<file path="src/rtl/victim_writeback_buffer.sv">
// victim_writeback_buffer
// Holds dirty lines evicted by the L1 and writes them back to pmem in FIFO
// order. The L1 miss path can look up a tag and take a line that is still
// buffered, so it never reads stale data from pmem.
module victim_writeback_buffer #(
    parameter int DEPTH      = 4,
    parameter int TAG_WIDTH  = 12,
    parameter int LINE_WIDTH = 128
) (
    input  logic                  clk,
    input  logic                  rst,
    input  logic                  evict_write,
    input  logic [TAG_WIDTH-1:0]  evict_tag,
    input  logic [LINE_WIDTH-1:0] evict_data,
    output logic                  evict_ready,
    input  logic [TAG_WIDTH-1:0]  lookup_tag,
    output logic                  lookup_hit,
    output logic [LINE_WIDTH-1:0] lookup_data,
    output logic [15:0]           pmem_address,
    output logic [LINE_WIDTH-1:0] pmem_wdata,
    output logic                  pmem_write,
    input  logic                  pmem_resp
);

    localparam int PTR_W = $clog2(DEPTH);
    localparam int CNT_W = $clog2(DEPTH + 1);

    typedef enum logic {
        IDLE  = 1'b0,
        WRITE = 1'b1
    } state_t;

    state_t                state;
    state_t                next_state;

    logic [TAG_WIDTH-1:0]  tags [DEPTH];
    logic [LINE_WIDTH-1:0] lines [DEPTH];
    logic [DEPTH-1:0]      valid;
    logic [PTR_W-1:0]      head;
    logic [PTR_W-1:0]      tail;
    logic [CNT_W-1:0]      count;

    logic [15:0]           addr_reg;
    logic [LINE_WIDTH-1:0] wdata_reg;

    logic                  overwrite_hit;
    logic [PTR_W-1:0]      overwrite_idx;
    logic [PTR_W-1:0]      lookup_idx;
    logic                  push;
    logic                  push_append;
    logic                  pop;
    logic                  load;
    logic [LINE_WIDTH-1:0] head_line;

    assign evict_ready  = (count < CNT_W'(DEPTH));
    assign push         = evict_write && evict_ready;
    assign push_append  = push && !overwrite_hit;
    assign pop          = (state == WRITE) && pmem_resp;
    assign load         = (state == IDLE) && (count != '0);
    assign pmem_address = addr_reg;
    assign pmem_wdata   = wdata_reg;

    // Find a buffered entry an incoming eviction may overwrite in place; the in-flight head is excluded
    always_comb begin
        overwrite_hit = 1'b0;
        overwrite_idx = '0;
        for (int i = 0; i < DEPTH; i++) begin
            if (valid[i] && (tags[i] == evict_tag) &&
                !((state == WRITE) && (PTR_W'(i) == head))) begin
                overwrite_hit = 1'b1;
                overwrite_idx = PTR_W'(i);
            end
        end
    end

    // Tag lookup walking from oldest to youngest so the youngest match wins
    always_comb begin
        lookup_hit  = 1'b0;
        lookup_data = '0;
        lookup_idx  = '0;
        for (int k = 0; k < DEPTH; k++) begin
            lookup_idx = head + PTR_W'(k);
            if (valid[lookup_idx] && (tags[lookup_idx] == lookup_tag)) begin
                lookup_hit  = 1'b1;
                lookup_data = lines[lookup_idx];
            end
        end
    end

    // Head data captured on entry to WRITE, including a same-edge in-place overwrite of the head
    always_comb begin
        head_line = lines[head];
        if (push && overwrite_hit && (overwrite_idx == head)) begin
            head_line = evict_data;
        end
    end

    // Entry storage, pointers, occupancy and the registered pmem request
    always_ff @(posedge clk) begin
        if (rst) begin
            valid     <= '0;
            head      <= '0;
            tail      <= '0;
            count     <= '0;
            addr_reg  <= '0;
            wdata_reg <= '0;
        end else begin
            if (push) begin
                if (overwrite_hit) begin
                    lines[overwrite_idx] <= evict_data;
                end else begin
                    tags[tail]  <= evict_tag;
                    lines[tail] <= evict_data;
                    valid[tail] <= 1'b1;
                    tail        <= tail + PTR_W'(1);
                end
            end
            if (pop) begin
                valid[head] <= 1'b0;
                head        <= head + PTR_W'(1);
                addr_reg    <= '0;
                wdata_reg   <= '0;
            end
            if (load) begin
                addr_reg  <= 16'({tags[head], 4'b0000});
                wdata_reg <= head_line;
            end
            case ({push_append, pop})
                2'b10:   count <= count + CNT_W'(1);
                2'b01:   count <= count - CNT_W'(1);
                default: count <= count;
            endcase
        end
    end

    // Writeback FSM state register
    always_ff @(posedge clk) begin
        if (rst) begin
            state <= IDLE;
        end else begin
            state <= next_state;
        end
    end

    // Writeback FSM next state and pmem request strobe
    always_comb begin
        next_state = state;
        pmem_write = 1'b0;
        case (state)
            IDLE: begin
                if (count != '0) begin
                    next_state = WRITE;
                end
            end
            WRITE: begin
                pmem_write = 1'b1;
                if (pmem_resp) begin
                    next_state = IDLE;
                end
            end
            default: next_state = IDLE;
        endcase
    end

endmodule

</file>
<file path="config.mk">
export PLATFORM = sky130hd
export DESIGN_NAME = victim_writeback_buffer
export DESIGN_NICKNAME = d
export VERILOG_FILES = /design/src/rtl/victim_writeback_buffer.sv
export SDC_FILE = /design/constraint.sdc
export NUM_CORES = 2
export LEC_CHECK = 0
export ABC_AREA = 1
export BUFFER_PORTS_ARGS = -buffer_cell sky130_fd_sc_hd__clkbuf_2
export CAP_MARGIN = 20
export CELL_PAD_IN_SITES_DETAIL_PLACEMENT = 0
export CELL_PAD_IN_SITES_GLOBAL_PLACEMENT = 2
export CORE_UTILIZATION = 37
export CTS_BUF_LIST = sky130_fd_sc_hd__clkbuf_4 sky130_fd_sc_hd__clkbuf_8 sky130_fd_sc_hd__clkbuf_16
export DETAILED_ROUTE_END_ITERATION = 8
export GPL_ROUTABILITY_DRIVEN = 0
export MAX_ROUTING_LAYER = met4
export PLACE_DENSITY_LB_ADDON = 0.1
export SLEW_MARGIN = 20
export SYNTH_ARGS = -nofsm -noshare
export SYNTH_HDL_FRONTEND = slang
export SYNTH_SLANG_ARGS = --single-unit
</file>
<file path="constraint.sdc">
create_clock -name clk -period 28.3 [get_ports clk]
set_input_delay 2.83 -clock clk [delete_from_list [all_inputs] [get_ports clk]]
set_output_delay 2.83 -clock clk [all_outputs]
set_load 0.005 [all_outputs]
</file>
==> key figures <==
GRT
  • Vias in the first global route: ~45,000
  • GR Overflow Total: 0
  • Largest net degree at the start of global routing: 277
  • Global-route wire length before repair: roughly 290,000 µm
  • Initial antenna violation count: 17
  • Gr usage total: 30.8%

Power
  • Internal power: 0.00224 W
  • Power Density: around 66 nW/µm²
  • P_leak: 25.0 nW
  • Total power: 0.00354 W
  • Maximum VDD drop: around 0.000042 V
  • Logic pwr share: about 30%
  • Sw Ratio: 36.9%
  • Seq pwr share: 35.9%
  • Clk pwr share: 34.2%
  • Sw Pwr: ~0.0013 W

Job
  • Max_cap viols: 0

Routing
  • Drt wl/cell: 22.7 µm
  • DRC viols: 4
  • Initial DRC Count: 4,478
  • WL final: 200,000 µm
  • Vias: 47,497
  • First-pass DRT Iterations: 8
  • Vias per std cell: ~5.4
  • Final ANT Viol Nets: 0

Synthesis
  • Part of the Yosys area used for sequential elements: 41.9%
  • Synth cell types: 38
  • EDFF count, synth: 560
  • Ys flop type: edfxtp_1
  • Mapped cell area: 47,500 µm²
  • Instance count of the mapped netlist: 6,985
  • Ys async rst share: 0%
  • Syn. warnings: 0
  • Yosys reg bits: 714
  • Syn_area_per_cell: 6.80 µm²

Setup path
  • Crit-path cells: inv_6 > ha_4 > inv_8 > buf_4 > o211ai_1 > nand3b_1 > nand2_1 > nor2_1 > nand2_1 > nor2_4 > buf_4 > nand2_4 > nand2_4 > buf_4 > nand2_1 > nand2_1 > nand2_1 > nand2_1 > clkbuf_2
  • CP Data Arrival Time: between 8 and 9 ns
  • Slowest-stage cell, CP: dfxtp_4
  • CP Capture Type: output pin
  • Crit Path Max Fanout: just over 90
  • Max stage delay on crit path: 0.94 ns
  • Cell mode on critical path: nand2_1
  • Element type at the critical path start: register
  • CP required: between 20 and 30 ns
  • CP Class: reg2out

STA
  • TNS Setup: 0 ns
  • Final setup fails: 0
  • Worst hold slack: between 0.4 and 0.5 ns
  • Period Utilization, post-route: 38.7%
  • Fmax: 91.4 MHz
  • Clk_skew: between 0.015 and 0.02 ns
  • Slew Limit Fails: 0
  • Minimum clock period: 10.94 ns
  • Pin slew with the least headroom to its limit: 1.16 ns
  • Slew margin rel.: approximately 23%
  • Fin. Hold Viols: 0
  • RSZ-0062 raised after global routing: no

Floorplanning
  • Starting density of the core: 37.3%
  • Die Span Y: about 360 µm
  • IO Pins: 431
  • Area of the core: about 130,000 µm²
  • Die width: 360 µm
  • Die ar.: between 100,000 and 150,000 µm²
  • Row count: approximately 130

Finish
  • Multi-input combinational cell area: 22,200 µm²
  • Final Instance Count excl. Fillers: 8,818
  • Post-Layout Inst Area: 53,400 µm²
  • Synthesis-to-finish area growth: 12.4%
  • Share of layout cells above drive strength 1: 9.67%
  • Register area: 19,900 µm²
  • Net count, final: a little over 7,000
  • Fillers: 13,466

Clocking
  • Setup Buffers After CTS: 0
  • CTS max path bufs: 3
  • CTS resizes: 0
  • CTS tree: done
  • Clk sinks: slightly above 700
  • Clock Pin Slew Worst Setup and Hold Paths: approximately 0.060 ns
  • Clk_lat worst skew: 0.70 ns
  • Root buf cell: clkbuf_16
  • H-tree depth: 3
  • Post-CTS Hold Fix Bufs: 0
  • CTS Buf Count: 90

Place
  • Port bufs: 426
  • Placed standard-cell area: 50,300 µm²
  • DP HPWL: 118,000 µm
  • # placed instances: 8,628

Run status
  • Status: complete, but fails checks
  • Failing checks: DRC

Min path
  • Worst hold path type: reg2reg
-- Yosys cell counts (2+ instances only) --
cell type / n / area share (%)
a22oi_1: 34 / 0.54
clkinv_1: 2 / 0.016
edfxtp_1: 560 / 35
buf_1: 53 / 0.42
o21ai_0: 714 / 7.5
nor2_1: 203 / 1.6
nand3_1: 485 / 5.1
and2_1: 2 / 0.026
buf_2: 158 / 1.7
ha_1: 9 / 0.24
or2_2: 2 / 0.026
o211ai_1: 15 / 0.24
clkbuf_1: 274 / 2.2
buf_6: 5 / 0.12
nand3b_1: 4 / 0.063
a32oi_1: 94 / 1.7
a221oi_1: 4 / 0.074
buf_4: 22 / 0.35
inv_2: 3 / 0.024
a21oi_1: 626 / 6.6
nand2_1: 2480 / 20
nand4_1: 6 / 0.079
nand2_2: 3 / 0.039
xnor2_1: 7 / 0.13
xor2_1: 18 / 0.33
o21ai_1: 80 / 0.84
nor3_1: 4 / 0.042
inv_1: 888 / 7.0
dfxtp_1: 154 / 6.5
mux2i_1: 65 / 1.4
o22ai_1: 3 / 0.039
nor2_4: 2 / 0.047
-- state kept, by name, indices dropped and copies added (netlist names), named ones only --
name	flops
pmem_wdata	128
pmem_address	12
state	1
head	2
tail	2
count	3
tags	48
valid	4
lines	512
-- cells in the final DEF (no fill, tap or decap), types with 7 or more instances in the layout --
cell type     n
a21oi_1     626
a22oi_1      34
a32oi_1      94
buf_4        60
bufinv_16     9
clkbuf_16    92
clkbuf_2    425
clkbuf_4     23
clkbuf_8      7
clkinv_1      7
clkinv_2     24
dfxtp_1     150
diode_2      18
edfxtp_1    560
ha_1          8
inv_1       886
mux2i_1      65
nand2_1    2477
nand3_1     484
nor2_1      195
o211ai_1     15
o21ai_0     714
o21ai_1      80
xnor2_1       7
xor2_1       18
-- stage by stage --
step | worst slack [ns] | util (%)
floorplan | 14.76 | -
global placement | 18.20 | 39.4
detailed placement | 18.08 | 39.4
CTS | 17.30 | 41.8
global route | 16.97 | 41.9
finish | 17.36 | 41.9
-- kinds of logic after synthesis --
kind of cell	count (synthesis)	synth area share, %
AND/OR/NAND/NOR	3191	26.6
other	1	0.00789
multiplexers	65	1.37
AO/OA/AOI/OAI	1573	17.6
flip-flops	714	41.9
adder cells (fa/ha/maj)	10	0.279
buffers and inverters	1406	11.8
XOR/XNOR	25	0.461
-- layout make-up --
class | instances | area share [%]
Multi-Input combinational cell | 4868 | 41.6
Timing Repair Buffer | 493 | 5.10
Clock buffer | 122 | 4.81
Sequential cell | 714 | 37.3
Inverter | 893 | 6.33
Antenna cell | 18 | 0.0843
Clock inverter | 48 | 0.928
Tap cell | 1662 | 3.89
-- routing by layer --
layer / wire, µm / track usage (%) / vias to the layer above
li1: - / - / 22865
met1: 89300 / 39.9 / 22718
met2: 92600 / 49.6 / 1638
met3: 12800 / 4.49 / 276
met4: 5140 / 9.03 / 0
met5: 0 / - / -
-- critical path: cells and delay by family (launching register included) --
kind                     cells  cell delay [ns]
AO/OA/AOI/OAI                1             0.22
buffers and inverters        6             3.22
AND/OR/NAND/NOR             11             2.33
adder cells (fa/ha/maj)      1             0.52
flip-flops                   1             0.94
-- power by group through the flow --
stage | logic (W) | clock network [W] | registers (W)
2_1_floorplan | 0.000679 | 0 | 0.00127
3_3_place_gp | 0.00105 | 0 | 0.00129
3_5_place_dp | 0.00105 | 0 | 0.00129
4_1_cts | 0.00105 | 0.00123 | 0.00127
5_1_grt | 0.00117 | 0.00127 | 0.00128
6_report | 0.00106 | 0.00121 | 0.00127
-- final timing paths --
check	startpoint	to	slack, ns	cells after the start
max reg2reg	head[1]	lines[2][73]	21.66	19
min reg2reg	count[0]	count[0]	0.45	1
max	head[1]	lookup_data[122]	17.36	19
min	count[0]	count[0]	0.45	1
(Power assumes the default switching activity.)
